`config.mk`:
```
export PLATFORM = sky130hd
export DESIGN_NAME = stream_xbar_demux_flat
export DESIGN_NICKNAME = d
export VERILOG_FILES = /design/src/rtl/stream_xbar_demux_pkg.sv /design/src/rtl/stream_xbar_demux_if.sv /design/src/rtl/stream_xbar_demux_skid_buf.sv /design/src/rtl/stream_xbar_demux.sv /design/src/flat_wrapper.sv
export SDC_FILE = /design/constraint.sdc
export NUM_CORES = 1
export LEC_CHECK = 0
export CAP_MARGIN = 20
export CORE_MARGIN = 3
export CORE_UTILIZATION = 55
export CTS_CLUSTER_SIZE = 20
export DETAILED_ROUTE_END_ITERATION = 8
export DONT_BUFFER_PORTS = 1
export PLACE_DENSITY = 0.7
export SETUP_SLACK_MARGIN = 0.4
export SYNTH_ARGS = -nofsm -noshare
export SYNTH_HDL_FRONTEND = slang
export SYNTH_HIERARCHICAL = 1
export SYNTH_SLANG_ARGS = --single-unit
```
`constraint.sdc`:
```
create_clock -name clk -period 2.95 [get_ports clk]
set_clock_uncertainty 0.2 [all_clocks]
set_input_delay 0.4425 -clock clk [delete_from_list [all_inputs] [get_ports clk]]
set_output_delay 0.4425 -clock clk [all_outputs]
set_load 0.01 [all_outputs]
```
`src/rtl/stream_xbar_demux_pkg.sv`:
```
// stream_xbar_demux_pkg: shared types and constants for the crossbar return-path demux.
package stream_xbar_pkg;
    typedef enum logic {IDLE, PKT} demux_state_t;
    localparam int DROP_CNT_WIDTH = 8;
endpackage

```
`src/rtl/stream_xbar_demux_if.sv`:
```
// stream_xbar_demux_if: input stream, per-source output streams and status of the return-path demux.
interface stream_xbar_demux_if #(
    parameter int T_DATA_WIDTH = 8,
    parameter int S_DATA_COUNT = 2
);
    import stream_xbar_pkg::*;
    localparam int T_ID___WIDTH = $clog2(S_DATA_COUNT);
    logic [T_DATA_WIDTH-1:0]   s_data_i;
    logic [T_ID___WIDTH-1:0]   s_id_i;
    logic                      s_last_i;
    logic                      s_valid_i;
    logic                      s_ready_o;
    logic [T_DATA_WIDTH-1:0]   m_data_o [S_DATA_COUNT];
    logic [S_DATA_COUNT-1:0]   m_last_o;
    logic [S_DATA_COUNT-1:0]   m_valid_o;
    logic [S_DATA_COUNT-1:0]   m_ready_i;
    logic                      err_o;
    logic [DROP_CNT_WIDTH-1:0] drop_cnt_o;
    modport slave (
        input  s_data_i, s_id_i, s_last_i, s_valid_i, m_ready_i,
        output s_ready_o, m_data_o, m_last_o, m_valid_o, err_o, drop_cnt_o
    );
    modport master (
        output s_data_i, s_id_i, s_last_i, s_valid_i, m_ready_i,
        input  s_ready_o, m_data_o, m_last_o, m_valid_o, err_o, drop_cnt_o
    );
endinterface

```
`src/rtl/stream_xbar_demux_skid_buf.sv`:
```
// stream_skid_buf: 2-entry skid buffer (head + spare) with a registered ready.
module stream_skid_buf #(
    parameter int W = 8
) (
    input  logic         clk,
    input  logic         rst_n,
    input  logic [W-1:0] in_data,
    input  logic         in_valid,
    output logic         in_ready,
    output logic [W-1:0] out_data,
    output logic         out_valid,
    input  logic         out_pop
);
    logic [W-1:0] h_data_q, h_data_d, s_data_q, s_data_d;
    logic         h_valid_q, h_valid_d, s_valid_q, s_valid_d, ready_q, accept;
    always_comb begin
        accept    = in_valid && ready_q;
        h_valid_d = h_valid_q;
        h_data_d  = h_data_q;
        s_valid_d = s_valid_q;
        s_data_d  = s_data_q;
        if (out_pop) begin
            // a full spare always refills the head; ready is low then, so no accept competes
            h_valid_d = s_valid_q || accept;
            h_data_d  = s_valid_q ? s_data_q : (accept ? in_data : h_data_q);
            s_valid_d = 1'b0;
        end else if (accept) begin
            h_valid_d = 1'b1;
            h_data_d  = h_valid_q ? h_data_q : in_data;
            s_valid_d = h_valid_q;
            s_data_d  = h_valid_q ? in_data : s_data_q;
        end
    end
    always_ff @(posedge clk or negedge rst_n) begin
        if (!rst_n) begin
            h_data_q  <= '0;
            s_data_q  <= '0;
            h_valid_q <= 1'b0;
            s_valid_q <= 1'b0;
            ready_q   <= 1'b0;
        end else begin
            h_data_q  <= h_data_d;
            s_data_q  <= s_data_d;
            h_valid_q <= h_valid_d;
            s_valid_q <= s_valid_d;
            ready_q   <= !s_valid_d;
        end
    end
    assign in_ready  = ready_q;
    assign out_data  = h_data_q;
    assign out_valid = h_valid_q;
endmodule

```
`src/rtl/stream_xbar_demux.sv`:
```
// stream_xbar_demux: steers each packet of one crossbar output back to its source stream,
// locking the id per packet and dropping (and counting) beats whose id strays mid-packet.
module stream_xbar_demux
    import stream_xbar_pkg::*;
#(
    parameter int T_DATA_WIDTH = 8,
    parameter int S_DATA_COUNT = 2
) (
    input logic clk,
    input logic rst_n,
    stream_xbar_demux_if.slave bus
);
    localparam int T_ID___WIDTH = $clog2(S_DATA_COUNT);
    localparam int W = T_ID___WIDTH + 1 + T_DATA_WIDTH;
    logic [W-1:0]              h_pl;
    logic [T_ID___WIDTH-1:0]   h_id, cur_id_q, cur_id_d;
    logic [T_DATA_WIDTH-1:0]   h_data;
    logic                      h_last, h_valid, oor, drop, route, pop, err_q, err_d;
    logic [DROP_CNT_WIDTH-1:0] cnt_q, cnt_d;
    demux_state_t              state_q, state_d;
    assign {h_id, h_last, h_data} = h_pl;
    stream_skid_buf #(.W(W)) u_skid (
        .clk      (clk),
        .rst_n    (rst_n),
        .in_data  ({bus.s_id_i, bus.s_last_i, bus.s_data_i}),
        .in_valid (bus.s_valid_i),
        .in_ready (bus.s_ready_o),
        .out_data (h_pl),
        .out_valid(h_valid),
        .out_pop  (pop)
    );
    always_ff @(posedge clk or negedge rst_n) begin
        if (!rst_n) begin
            state_q  <= IDLE;
            cur_id_q <= '0;
            err_q    <= 1'b0;
            cnt_q    <= '0;
        end else begin
            state_q  <= state_d;
            cur_id_q <= cur_id_d;
            err_q    <= err_d;
            cnt_q    <= cnt_d;
        end
    end
    always_comb begin
        state_d  = state_q;
        cur_id_d = cur_id_q;
        if (pop && route) begin
            if (state_q == IDLE && !h_last) begin
                state_d  = PKT;
                cur_id_d = h_id;
            end else if (state_q == PKT && h_last) begin
                state_d = IDLE;
            end
        end
        err_d = err_q || drop;
        cnt_d = (drop && cnt_q != '1) ? cnt_q + 1'b1 : cnt_q;
    end
    // in PKT a routed beat has h_id == cur_id, so h_id is the select in every state
    always_comb begin
        oor  = 32'(h_id) >= S_DATA_COUNT;
        drop = h_valid && (oor || (state_q == PKT && h_id != cur_id_q));
        route = h_valid && !drop;
        bus.m_valid_o = '0;
        for (int k = 0; k < S_DATA_COUNT; k++)
            bus.m_valid_o[k] = route && h_id == T_ID___WIDTH'(k);
        pop = drop || (route && bus.m_ready_i[h_id]);
    end
    for (genvar g = 0; g < S_DATA_COUNT; g++) begin : g_out
        assign bus.m_data_o[g] = h_data;
    end
    assign bus.m_last_o   = {S_DATA_COUNT{h_last}};
    assign bus.err_o      = err_q;
    assign bus.drop_cnt_o = cnt_q;
endmodule

```
`src/flat_wrapper.sv`:
```
// flat-port wrapper written by rule: the top's interface ports become plain ports
module stream_xbar_demux_flat import stream_xbar_pkg::*;
#(
    parameter int T_DATA_WIDTH = 8,
    parameter int S_DATA_COUNT = 2
)
  (clk, rst_n, bus_s_data_i, bus_s_id_i, bus_s_last_i, bus_s_valid_i, bus_m_ready_i, bus_s_ready_o, bus_m_data_o, bus_m_last_o, bus_m_valid_o, bus_err_o, bus_drop_cnt_o);
  stream_xbar_demux_if #(.T_DATA_WIDTH(T_DATA_WIDTH), .S_DATA_COUNT(S_DATA_COUNT)) bus_i ();
  input logic clk;
  input logic rst_n;
  input wire logic [$bits(bus_i.s_data_i)-1:0] bus_s_data_i;
  input wire logic [$bits(bus_i.s_id_i)-1:0] bus_s_id_i;
  input wire logic [$bits(bus_i.s_last_i)-1:0] bus_s_last_i;
  input wire logic [$bits(bus_i.s_valid_i)-1:0] bus_s_valid_i;
  input wire logic [$bits(bus_i.m_ready_i)-1:0] bus_m_ready_i;
  output wire logic [$bits(bus_i.s_ready_o)-1:0] bus_s_ready_o;
  output wire logic [$bits(bus_i.m_data_o)-1:0] bus_m_data_o;
  output wire logic [$bits(bus_i.m_last_o)-1:0] bus_m_last_o;
  output wire logic [$bits(bus_i.m_valid_o)-1:0] bus_m_valid_o;
  output wire logic [$bits(bus_i.err_o)-1:0] bus_err_o;
  output wire logic [$bits(bus_i.drop_cnt_o)-1:0] bus_drop_cnt_o;
  assign bus_i.s_data_i = bus_s_data_i;
  assign bus_i.s_id_i = bus_s_id_i;
  assign bus_i.s_last_i = bus_s_last_i;
  assign bus_i.s_valid_i = bus_s_valid_i;
  assign bus_i.m_ready_i = bus_m_ready_i;
  assign bus_s_ready_o = bus_i.s_ready_o;
  assign bus_m_data_o = {>>{bus_i.m_data_o}};
  assign bus_m_last_o = bus_i.m_last_o;
  assign bus_m_valid_o = bus_i.m_valid_o;
  assign bus_err_o = bus_i.err_o;
  assign bus_drop_cnt_o = bus_i.drop_cnt_o;
  stream_xbar_demux #(.T_DATA_WIDTH(T_DATA_WIDTH), .S_DATA_COUNT(S_DATA_COUNT)) u_core (.clk(clk), .rst_n(rst_n), .bus(bus_i));
endmodule
```
==> results by stage <==
Run status:
- The run finished with clean final reports.

Critical path:
- The slowest stage of the critical path is the dfrtp_1 cell.
- The setup path with the least slack is of type reg2reg.
- Broken down by cell family, the worst path's largest delay share belongs to simple AND/OR/NAND/NOR gates.
- The number of cells on the critical path is 6.
- The flop-to-flop setup slack is 540 ps.
- STA puts the critical path data arrival time at 2430 ps.
- The critical path contains buffers and inverters numbering 0 combined.
- The worst register-to-register path has a depth of 6.
- The category of the worst setup path launch point is a register.
- At the worst endpoint, the required time is 2960 ps.
- The maximum single-stage delay on the critical path is 480 ps.
- In this run the worst path has a maximum fanout of 10.
- Traced cell by cell, the critical path runs through xnor2_2 -> o21a_1 -> nor2_1 -> nand2b_1 -> or2_2 -> mux2_4.
- The worst setup path is captured at a register.

Logic synthesis:
- The mean instance size in the synthesized netlist is 13.7 um^2.
- The number of warnings issued by yosys is 6.
- Of the synthesized area, sequential elements account for 47.3%.
- In the synthesized netlist the dominant register cell turns out to be dfrtp_1.
- The net count after synthesis is 148.
- The synthesized design contains 34 register bits.
- The number of unique standard cell types used by synthesis is 32.
- The cell area after synthesis is 1800 um^2.
- Counting every instance in the synthesized netlist gives 131.
- In the synthesized netlist the async set-or-reset flop fraction comes to 100%.
- Counting flops with a built-in enable in the synthesized netlist gives 0.

Placement:
- Timing analysis after detailed placement gives a worst setup slack of 422 ps.
- The weighted congestion reported at the end of routability-driven placement is 0.825.
- Detailed placement finished with a half-perimeter wire length of 2.17 mm.
- The placed cell count is 164.
- Buffers placed on the I/O ports in this run total 0.

Power and ir drop:
- The power density over cell area is 1140 nW/um^2.
- The leakage dissipation is 0.891 nW.
- Summed over all nets, the switching power comes to 0.822 mW.
- Across the VDD grid, the largest voltage drop is 0.000538 V.
- The share of total power dissipated in sequential elements is 46.1%.
- The relative contribution of combinational cells to total power is 41.4%.
- Power comes to 2.14 mW.
- Per report_power, the clock group accounts for 12.5% of the total.
- The design internal power is 1.31 mW.
- Net switching is 38.5% of the power.

Drt:
- The average vias per placed instance is 5.56.
- The total detailed-routing wirelength is 3.05 mm.
- The routed wirelength normalized by instance count is 17.4 um.
- The number of routed nets with antenna violations is 0.
- The first TritonRoute pass finished after 4 iterations.
- The number of design-rule violations left by the first detailed-router iteration is 57.
- For this block, the via count after detailed routing is 973.
- After detailed routing, the number of remaining DRC violations is 0.

Final layout:
- The share of layout cells above drive strength 1 is 35.9%.
- The area growth from synthesis to layout is 4.45%.
- Leaving out filler cells and counting taps, the final layout contains 175.
- The final net count is 147.
- The antenna cell count is 0.

STA:
- The worst slew margin relative to its limit is 70.3%.
- Setup repair after global routing left no endpoint under its margin.
- The number of pins exceeding their max-slew limit in the final report came to 0.
- Of the available clock period, the critical path in the final layout requires 81.8%.
- The final setup violation count is 0.
- After routing, the total negative slack on setup checks comes to 0 ps.
- The count of endpoints failing hold in the final timing report came to 0.
- For this run, the top clock speed supported by timing is 414 MHz.
- The slew at the pin with the worst max-slew slack is 444 ps.
- The worst path in the final design needs a cycle of 2410 ps, including I/O delays and setup.
- The final worst-path setup slack is 537 ps.

Clock tree:
- Clock latency on the worst-skew pair, taken at its later pin, is 320 ps.
- The total number of clock tree sinks is 34.
- The post-CTS clock slew at the launch and capture registers of the worst setup and hold paths is 100 ps.
- TritonCTS created 5 clock buffers.
- The cell at the root of the clock tree is clkbuf_4.
- The H-tree was split into 2 levels.
- TritonCTS built the clock tree.
- No sink is reached through more buffers than the 2 on the longest clock path.

Floorplanning:
- The number of placed I/O pins is 45.
- The floorplan step defined a core boundary enclosing 3080 um^2.
- The initial cell density of the core is 58.5%.
- The count of standard-cell rows is 20.
- The vertical die dimension is 63.2 um.
- The x dimension of the die is 63.2 um.
- The overall die area is 4000 um^2.

Run:
- The tool flagged a number of max-cap violations equal to 0.

Global route:
- The initial antenna violation count was 0.
- The via count of the first global-routing pass is 1097.
- The first global-routing pass estimated 5.25 mm of wire.
- The total track usage is 17.1%.
- The largest net degree at the start of global routing is 35.
- The residual overflow from global routing is 0.

Hold path:
- The worst hold path belongs to the class in2reg.
- The worst hold path cell count is 1.
kinds of logic (layout without fill, tap and decap cells):
group,Yosys count,count (layout),synth area share [%]
flip-flops,34,34,47.3
AND/OR/NAND/NOR,27,27,9.10
AO/OA/AOI/OAI,12,12,5.70
XOR/XNOR,6,6,3.34
adder cells (fa/ha/maj),2,2,1.39
buffers and inverters,16,16,6.05
multiplexers,34,34,27.2
repair_timing:
action                                 in CTS  in global routing
setup endpoints to repair                   0                 19
endpoints found under the hold margin      34                  0
hold buffers                                2                  0
gates resized for setup                     0                  2
setup buffers                               0                  1
area by class of cell:
class                      instances  area (um^2)
sequential                        34          851
clock buffer                       7         55.1
inverter                           5         18.8
multi-input combinational         81          846
timing repair buffer               3         50.0
clock inverter                     1         5.00
tap                               44         55.1
fill                             247         1200
placed cells by master (no fill, tap or decap), types with 3 or more instances in the layout:
master,count
xnor2_1,3
nand2_1,4
inv_1,5
a21oi_1,5
mux2_4,29
nand3_1,4
clkbuf_4,5
nor2_1,3
nand4_1,4
dfrtp_1,34
registers in the layout, indices dropped and copies added, names as in the netlist:
| signal | cells |
|---|---|
| u_core/u_skid/out_data | 10 |
| u_core/bus.err_o | 1 |
| u_core/u_skid/s_valid_q | 1 |
| u_core/cur_id_q | 1 |
| u_core/u_skid/out_valid | 1 |
| u_core/u_skid/s_data_q | 10 |
| u_core/u_skid/in_ready | 1 |
| u_core/bus.drop_cnt_o | 8 |
| u_core/state_q | 1 |
power by group through the flow:
stage / Combinational, mW / Sequential (mW) / Clock, mW
after detailed placement: 0.838 / 0.988 / 0
after floorplan: 0.881 / 0.889 / 0
after global routing: 0.947 / 1.02 / 0.299
final: 0.884 / 0.985 / 0.267
after CTS: 0.848 / 0.988 / 0.277
after global placement: 0.804 / 0.977 / 0
layer usage:
layer  share of wire, %  wire length [um]  GRT usage, %  up-vias
met4               0.59                18          7.28        0
met2                 50              1530          28.5       37
li1                   -                 -             -      451
met5                  0                 0             0        -
met3                8.1               246          6.77        2
met1                 41              1260          19.5      483
final timing paths:
path | start | endpoint
max | u_core/u_skid/out_data[9] | u_core/u_skid/s_data_q[3]
min | bus_s_last_i | u_core/u_skid/s_data_q[8]
max reg2reg | u_core/u_skid/out_data[9] | u_core/u_skid/s_data_q[3]
min reg2reg | u_core/u_skid/s_data_q[5] | u_core/u_skid/s_data_q[5]
max in group asynchronous | rst_n | u_core/u_skid/out_data[1]
min in group asynchronous | rst_n | u_core/bus.err_o
synth_stat cells, types with 2 or more instances:
library cell,count,share of area [%]
ha_1,2,1.4
dfrtp_1,34,47
xnor2_1,3,1.5
and4_1,2,0.97
buf_4,9,3.8
mux2_4,29,24
mux2i_1,2,1.1
nand3_1,4,1.1
mux2_1,2,1.3
or2_1,2,0.69
nand2_1,4,0.83
buf_6,2,1.3
nor3_1,2,0.56
nand4_1,4,1.4
a21oi_1,5,1.4
inv_1,5,1.0
nand2_2,2,0.69
nor2_1,3,0.63
xor2_1,2,0.97
stage by stage:
step                      instance area, um^2  hold slack, ps  util [%]
after floorplan                          1800           -53.1         -
after global placement                   1770           -52.2      57.4
after detailed placement                 1770           -52.0      57.4
after CTS                                1860            36.9      60.3
after global routing                     1880            24.3      61.1
final                                    1880            55.4      61.1
No activity file was read; power rests on OpenSTA's default activity.
